`config.mk`:
```
export PLATFORM = sky130hd
export DESIGN_NAME = retire_flat
export DESIGN_NICKNAME = d
export VERILOG_FILES = /design/src/rtl/sys_defs.sv /design/src/rtl/retire_if.sv /design/src/rtl/retire_store_ctrl.sv /design/src/rtl/retire.sv /design/src/flat_wrapper.sv
export SDC_FILE = /design/constraint.sdc
export NUM_CORES = 1
export LEC_CHECK = 0
export BUFFER_PORTS_ARGS = -buffer_cell sky130_fd_sc_hd__buf_2
export CORE_ASPECT_RATIO = 0.6
export CORE_MARGIN = 2
export CORE_UTILIZATION = 42
export DETAILED_ROUTE_END_ITERATION = 10
export GPL_TIMING_DRIVEN = 0
export PLACE_DENSITY = 0.85
export SLEW_MARGIN = 30
export SYNTH_ARGS = -nofsm -noshare
export SYNTH_HDL_FRONTEND = slang
export SYNTH_SLANG_ARGS = --single-unit
```
`constraint.sdc`:
```
create_clock -name clock -period 4.5 [get_ports clock]
set_clock_uncertainty 0.15 [all_clocks]
set_input_delay 0.9 -clock clock [delete_from_list [all_inputs] [get_ports clock]]
set_output_delay 0.9 -clock clock [all_outputs]
set_load 0.01 [all_outputs]
```
`src/rtl/sys_defs.sv`:
```
// sys_defs: shared retire-stage types (tags, ROB/free-list/AMT packets, FSM states).
// No ports; XLEN defaults to 32 when not supplied on the command line.
`ifndef XLEN
`define XLEN 32
`endif
package sys_defs;
  localparam int XLEN = `XLEN;
  localparam int PRN_W = 6;
  localparam int AREG_W = 5;
  typedef struct packed {
    logic             valid;
    logic [PRN_W-1:0] prn;
  } TAG;
  typedef struct packed {
    logic              retire_en;
    TAG                retire_t;
    TAG                retire_t_old;
    logic [31:0]       inst;
    logic              halt;
    logic              wr_mem;
    logic [AREG_W-1:0] dest_reg_idx;
    logic [XLEN-1:0]   NPC;
    logic [XLEN-1:0]   result;
    logic [XLEN-1:0]   rs2_value;
    logic              take_branch;
  } ROB_IR_PACKET;
  typedef struct packed {
    logic free_en;
    TAG   free_tag;
  } IR_FL_PACKET;
  typedef struct packed {
    logic              wr_en;
    logic [AREG_W-1:0] idx;
    TAG                tag;
  } IR_AMT_PACKET;
  typedef enum logic [1:0] {IDLE, STORE, COMMIT, HALTED} retire_state_e;
endpackage

```
`src/rtl/retire_if.sv`:
```
// retire_if: store handshake between retire stage and data memory.
// Ports: mem_req/mem_addr/mem_wdata driven by the retire stage (master), mem_ack by memory (slave).
interface retire_if #(parameter int XLEN_P = sys_defs::XLEN);
  logic              mem_req;
  logic [XLEN_P-1:0] mem_addr;
  logic [XLEN_P-1:0] mem_wdata;
  logic              mem_ack;
  modport master (output mem_req, mem_addr, mem_wdata, input mem_ack);
  modport slave (input mem_req, mem_addr, mem_wdata, output mem_ack);
endinterface

```
`src/rtl/retire_store_ctrl.sv`:
```
// retire_store_ctrl: IDLE/STORE/COMMIT/HALTED sequencing of the ROB head retire.
// Ports: clock, reset_n (async active-low), head retire_en/wr_mem/halt, mem_ack in;
//        ir_stall, mem_req, retire (retire event), capture (latch store addr/data), halted out.
module retire_store_ctrl
  import sys_defs::*;
(
  input  logic clock,
  input  logic reset_n,
  input  logic retire_en_i,
  input  logic wr_mem_i,
  input  logic halt_i,
  input  logic mem_ack_i,
  output logic ir_stall_o,
  output logic mem_req_o,
  output logic retire_o,
  output logic capture_o,
  output logic halted_o
);
  retire_state_e state_q, state_d;
  logic stall;
  always_ff @(posedge clock or negedge reset_n)
    if (!reset_n) state_q <= IDLE;
    else state_q <= state_d;
  always_comb begin
    state_d = state_q;
    stall = 1'b0;
    mem_req_o = 1'b0;
    case (state_q)
      IDLE: begin
        stall = retire_en_i && wr_mem_i && !halt_i;
        state_d = stall ? STORE : (retire_en_i && halt_i) ? HALTED : IDLE;
      end
      STORE: begin
        stall = 1'b1;
        mem_req_o = 1'b1;
        state_d = mem_ack_i ? COMMIT : STORE;
      end
      COMMIT: state_d = retire_en_i ? IDLE : COMMIT;
      default: stall = 1'b1;
    endcase
  end
  // Reset must silence stall and the retire event immediately, not just at the next edge.
  assign ir_stall_o = reset_n && stall;
  assign retire_o = reset_n && retire_en_i && !stall;
  assign capture_o = (state_q == IDLE) && stall;
  assign halted_o = (state_q == HALTED);
endmodule

```
`src/rtl/retire.sv`:
```
// retire: in-order retire stage; frees old tags, updates the AMT, and performs stores at the ROB head.
// Ports: clock, reset_n (async active-low), rob_ir_packet (ROB head), ir_stall, mem (retire_if.master
//        store handshake), ir_fl_packet (free list), ir_amt_packet (architectural map), halted.
// Macro RETIRE_TRACE_EN adds retired_count and registered wb_valid/wb_reg_idx/wb_data/wb_NPC.
`ifndef XLEN
`define XLEN 32
`endif
module retire
  import sys_defs::*;
#(
  parameter int XLEN_P = `XLEN,
  parameter int ARCH_REGS = 32
) (
  input  logic         clock,
  input  logic         reset_n,
  input  ROB_IR_PACKET rob_ir_packet,
  output logic         ir_stall,
  retire_if.master     mem,
  output IR_FL_PACKET  ir_fl_packet,
  output IR_AMT_PACKET ir_amt_packet,
  output logic         halted
`ifdef RETIRE_TRACE_EN
  ,
  output logic [63:0]       retired_count,
  output logic              wb_valid,
  output logic [AREG_W-1:0] wb_reg_idx,
  output logic [XLEN_P-1:0] wb_data,
  output logic [XLEN_P-1:0] wb_NPC
`endif
);
  logic retire_ev, capture, write_ok, free_en, amt_en, unused_bits;
  logic [XLEN_P-1:0] addr_q, addr_d, data_q, data_d;
  retire_store_ctrl u_ctrl (
    .clock       (clock),
    .reset_n     (reset_n),
    .retire_en_i (rob_ir_packet.retire_en),
    .wr_mem_i    (rob_ir_packet.wr_mem),
    .halt_i      (rob_ir_packet.halt),
    .mem_ack_i   (mem.mem_ack),
    .ir_stall_o  (ir_stall),
    .mem_req_o   (mem.mem_req),
    .retire_o    (retire_ev),
    .capture_o   (capture),
    .halted_o    (halted)
  );
  // Store address/data are latched on entry to STORE so they stay stable for the whole request.
  assign addr_d = capture ? XLEN_P'(rob_ir_packet.result) : addr_q;
  assign data_d = capture ? XLEN_P'(rob_ir_packet.rs2_value) : data_q;
  always_ff @(posedge clock or negedge reset_n)
    if (!reset_n) begin
      addr_q <= '0;
      data_q <= '0;
    end else begin
      addr_q <= addr_d;
      data_q <= data_d;
    end
  assign mem.mem_addr = addr_q;
  assign mem.mem_wdata = data_q;
  // A halting instruction retires but commits no register state.
  assign write_ok = retire_ev && !rob_ir_packet.halt;
  assign free_en = write_ok && rob_ir_packet.retire_t_old.valid;
  assign amt_en = write_ok && rob_ir_packet.retire_t.valid && rob_ir_packet.dest_reg_idx != '0
                  && 32'(rob_ir_packet.dest_reg_idx) < ARCH_REGS;
  assign ir_fl_packet = '{free_en: free_en, free_tag: free_en ? rob_ir_packet.retire_t_old : TAG'('0)};
  assign ir_amt_packet = '{wr_en: amt_en,
                           idx: amt_en ? rob_ir_packet.dest_reg_idx : '0,
                           tag: amt_en ? rob_ir_packet.retire_t : TAG'('0)};
  assign unused_bits = ^{rob_ir_packet.inst, rob_ir_packet.take_branch, rob_ir_packet.NPC};
`ifdef RETIRE_TRACE_EN
  always_ff @(posedge clock or negedge reset_n)
    if (!reset_n) begin
      retired_count <= '0;
      wb_valid <= 1'b0;
      wb_reg_idx <= '0;
      wb_data <= '0;
      wb_NPC <= '0;
    end else begin
      retired_count <= retired_count + 64'(retire_ev);
      wb_valid <= retire_ev;
      if (retire_ev) begin
        wb_reg_idx <= rob_ir_packet.dest_reg_idx;
        wb_data <= XLEN_P'(rob_ir_packet.result);
        wb_NPC <= XLEN_P'(rob_ir_packet.NPC);
      end
    end
`endif
endmodule

```
`src/flat_wrapper.sv`:
```
// flat-port wrapper written by rule: the top's interface ports become plain ports
module retire_flat import sys_defs::*;
#(
  parameter int XLEN_P = `XLEN,
  parameter int ARCH_REGS = 32
)
  (clock, reset_n, rob_ir_packet, ir_stall, ir_fl_packet, ir_amt_packet, halted, mem_mem_req, mem_mem_addr, mem_mem_wdata, mem_mem_ack);
  retire_if #(.XLEN_P(XLEN_P)) mem_i ();
  input  logic clock;
  input  logic reset_n;
  input  ROB_IR_PACKET rob_ir_packet;
  output logic ir_stall;
  output IR_FL_PACKET ir_fl_packet;
  output IR_AMT_PACKET ir_amt_packet;
  output logic halted;
  output wire logic [$bits(mem_i.mem_req)-1:0] mem_mem_req;
  output wire logic [$bits(mem_i.mem_addr)-1:0] mem_mem_addr;
  output wire logic [$bits(mem_i.mem_wdata)-1:0] mem_mem_wdata;
  input wire logic [$bits(mem_i.mem_ack)-1:0] mem_mem_ack;
  assign mem_mem_req = mem_i.mem_req;
  assign mem_mem_addr = mem_i.mem_addr;
  assign mem_mem_wdata = mem_i.mem_wdata;
  assign mem_i.mem_ack = mem_mem_ack;
  retire #(.XLEN_P(XLEN_P), .ARCH_REGS(ARCH_REGS)) u_core (.clock(clock), .reset_n(reset_n), .rob_ir_packet(rob_ir_packet), .ir_stall(ir_stall), .mem(mem_i), .ir_fl_packet(ir_fl_packet), .ir_amt_packet(ir_amt_packet), .halted(halted));
endmodule
```
==> impl_metrics.xml <==
<?xml version="1.0" encoding="UTF-8"?>
<metrics>
  <group name="synth">
    <metric name="synth.avg_cell_area" unit="um^2">16.01</metric>
    <metric name="syn_nets" unit="">348</metric>
    <metric name="synth.yosys.warnings" unit="">0</metric>
    <metric name="yosysUniqueCellTypes" unit="">24</metric>
    <metric name="synth_top_cell_by_area" unit="">sky130_fd_sc_hd__dfrtp_1</metric>
    <metric name="synth_sequential_area_ratio" unit="%">54.59</metric>
    <metric name="mappedNetlistArea" unit="mm^2">0.003025</metric>
    <metric name="synth_area_leaders" unit="">sky130_fd_sc_hd__dfrtp_1 (55%), sky130_fd_sc_hd__mux2_4 (24%), sky130_fd_sc_hd__mux2_2 (5.6%), sky130_fd_sc_hd__and2_1 (2.5%), sky130_fd_sc_hd__nor3b_2 (2.5%)</metric>
    <metric name="ys_seq_elements" unit="">66</metric>
    <metric name="synth_top_area_share" unit="%">54.59</metric>
    <metric name="synthesis.instances" unit="">189</metric>
  </group>
  <group name="global_route">
    <metric name="grt-ovfl-total" unit="">0</metric>
    <metric name="grt_pass1_wl" unit="um">11620</metric>
    <metric name="grtUsageTotal" unit="%">19.03</metric>
    <metric name="grt_antenna_before_repair" unit="">2</metric>
    <metric name="first_global_vias" unit="">2356</metric>
    <metric name="maximum_number_of_pins_on_one_net_before_global_route_repair" unit="">37</metric>
  </group>
  <group name="pwr">
    <metric name="static-leakage-power" unit="nW">2.436</metric>
    <metric name="total_power" unit="mW">2.891</metric>
    <metric name="irDropWorstVdd" unit="mV">0.4147</metric>
    <metric name="p_per_area" unit="mW/mm^2">663.0</metric>
  </group>
  <group name="run">
    <metric name="maxCapViolations" unit="">0</metric>
  </group>
  <group name="critical_path">
    <metric name="worstPathRequired" unit="ns">3.45</metric>
    <metric name="endpoint_kind" unit="">primary output</metric>
    <metric name="crit_arrival" unit="ns">2.27</metric>
    <metric name="crit_fanout" unit="">34</metric>
    <metric name="worst-setup-path-type" unit="">primary input to primary output</metric>
    <metric name="setup.worst_path.start_class" unit="">primary input</metric>
  </group>
  <group name="sta">
    <metric name="final.setup.worst_slack" unit="ns">1.176</metric>
    <metric name="setup_viol_count_final" unit="">0</metric>
    <metric name="hold-worst-slack" unit="ns">0.3491</metric>
    <metric name="period_needed" unit="ns">3.324</metric>
    <metric name="setup_tns" unit="ns">0</metric>
    <metric name="finalMaxSlewViolations" unit="">0</metric>
    <metric name="rsz0062_at_grt" unit="">no</metric>
    <metric name="pin_slew_with_the_least_headroom_to_its_limit" unit="ns">0.4403</metric>
    <metric name="hold_violations" unit="">0</metric>
    <metric name="period_share" unit="%">73.86</metric>
    <metric name="max_clock_freq" unit="GHz">0.3009</metric>
    <metric name="relSlewSlack" unit="%">70.64</metric>
  </group>
  <group name="die">
    <metric name="boundaryPins" unit="">242</metric>
    <metric name="core" unit="mm^2">0.006820</metric>
    <metric name="placement_rows" unit="">23</metric>
    <metric name="fp.dieH" unit="um">69.74</metric>
    <metric name="effective_utilization_at_floorplan" unit="%">44.36</metric>
    <metric name="die_area" unit="mm^2">0.007920</metric>
    <metric name="die_width" unit="um">113.6</metric>
  </group>
  <group name="placement">
    <metric name="io_buffers" unit="">176</metric>
    <metric name="placed_area" unit="mm^2">0.004038</metric>
    <metric name="place_congestion" unit="">0.8051</metric>
    <metric name="hpwlAfterDp" unit="um">5651</metric>
    <metric name="dp_slack" unit="ns">1.137</metric>
  </group>
  <group name="finish">
    <metric name="most-common-layout-cells" unit="">sky130_fd_sc_hd__buf_2 (177), sky130_fd_sc_hd__dfrtp_1 (66), sky130_fd_sc_hd__mux2_4 (49), sky130_fd_sc_hd__mux2_2 (15), sky130_fd_sc_hd__and2_1 (12)</metric>
    <metric name="area_delta_synth_final" unit="%">44.13</metric>
    <metric name="final_net_count" unit="">536</metric>
    <metric name="layout.cells.most_common" unit="">sky130_fd_sc_hd__buf_2</metric>
    <metric name="layout.cell_area.non_filler" unit="mm^2">0.004360</metric>
    <metric name="drive_above_1_share" unit="%">71.92</metric>
  </group>
  <group name="clock_network">
    <metric name="clk-insertion-delay-late" unit="ns">0.32</metric>
    <metric name="post_cts.repair.setup_buffers" unit="">0</metric>
    <metric name="cts-resized-gates" unit="">0</metric>
    <metric name="clk_path_buf_depth" unit="">2</metric>
    <metric name="number_of_buffers_inserted_during_clock_tree_synthesis" unit="">9</metric>
    <metric name="root_buffer" unit="">sky130_fd_sc_hd__clkbuf_16</metric>
    <metric name="cts_tree" unit="">done</metric>
    <metric name="post_cts_hold_buffer_count" unit="">0</metric>
    <metric name="cts.clk_slew.worst_paths" unit="ns">0.05</metric>
    <metric name="clock-sinks" unit="">66</metric>
    <metric name="clock_tree.htree_level_count" unit="">3</metric>
  </group>
  <group name="hold_path">
    <metric name="hold_path_class" unit="">flop to flop</metric>
  </group>
  <group name="detailed_routing">
    <metric name="drt_first_iter_violations" unit="">68</metric>
    <metric name="routed_via_density" unit="">4.664</metric>
    <metric name="antenna_viol_nets_final" unit="">0</metric>
    <metric name="detail_route.first_pass.iterations" unit="">4</metric>
    <metric name="num_vias" unit="">2192</metric>
    <metric name="route.final.wire_length" unit="um">7298</metric>
    <metric name="drc" unit="">0</metric>
    <metric name="wl_per_cell" unit="um">15.53</metric>
  </group>
  <group name="run_status">
    <metric name="run_status" unit="">finished, final reports clean</metric>
  </group>
</metrics>
## per-layer routing
| metal | up-vias | GRT usage [%] | routed length (um) |
|---|---|---|---|
| met5 | - | 0 | 0 |
| met4 | 0 | 7.046 | 150 |
| met3 | 11 | 5.944 | 496 |
| met2 | 98 | 30.94 | 3524 |
| met1 | 1046 | 23.98 | 3127 |
| li1 | 1037 | - | - |
## critical path, stage by stage
cell                      delay (ns)
sky130_fd_sc_hd__buf_4          0.36
sky130_fd_sc_hd__and4b_1        0.28
sky130_fd_sc_hd__a21bo_1        0.20
sky130_fd_sc_hd__buf_2          0.18
sky130_fd_sc_hd__nor3b_2        0.18
sky130_fd_sc_hd__buf_2          0.15
## cell usage after synthesis (all sizes together)
library cell  number
dfrtp             66
buf               10
nand2              3
a21o               1
a21boi             1
o22a               1
a21oi              3
and4b              1
o21ai              3
a21bo              1
ha                 5
nor3b              6
nand2b             3
nor2               3
inv                2
or4                1
a311oi             1
and2              12
mux2              64
nand4b             2
## final timing paths
check                                         start                  endpoint  slack, ns  depth (start not counted)
hold / removal              u_core.mem.mem_wdata[5]   u_core.mem.mem_wdata[5]       0.35                          1
setup reg to reg           u_core.u_ctrl.state_q[0]  u_core.mem.mem_wdata[28]       2.57                          6
min in group asynchronous                   reset_n  u_core.mem.mem_wdata[12]       0.37                          1
hold reg to reg             u_core.mem.mem_wdata[5]   u_core.mem.mem_wdata[5]       0.35                          1
max in group asynchronous                   reset_n    u_core.mem.mem_addr[9]       3.30                          2
setup / recovery                            reset_n          ir_amt_packet[4]       1.18                          6
## sequential cells by signal (all words and copies together), names as in the netlist
name and count:
u_core.mem.mem_addr 32, u_core.mem.mem_wdata 32, u_core.u_ctrl.state_q 2
## power by group
group | leakage, nW | total (mW) | internal (mW) | switching [mW]
Sequential | 0.794 | 1.06 | 0.893 | 0.165
Clock | 0.158 | 0.736 | 0.495 | 0.241
Combinational | 1.48 | 1.10 | 0.634 | 0.463
## stage by stage
step / util (%) / std cells
2_1_floorplan: - / 189
3_3_place_gp: 58.87 / 452
3_5_place_dp: 59.20 / 453
4_1_cts: 63.86 / 468
5_1_grt: 63.93 / 470
6_report: 63.93 / 470
## layout make-up
type                       instances  area, um^2
inverter                           2       7.507
tap                               87       108.9
multi-input combinational        111        1277
fill                             552        2460
buffer                            10       88.84
timing repair buffer             177       903.4
clock buffer                      10       239.0
clock inverter                     5       78.83
antenna                            2       5.005
sequential                        66        1652
## cells by family after synthesis
family	share of synthesized area (%)
compound gates	2.399
buf+inv	3.184
simple gates	7.858
mux	29.90
fa+ha+maj	2.068
flops	54.59
(Power assumes the default switching activity.)
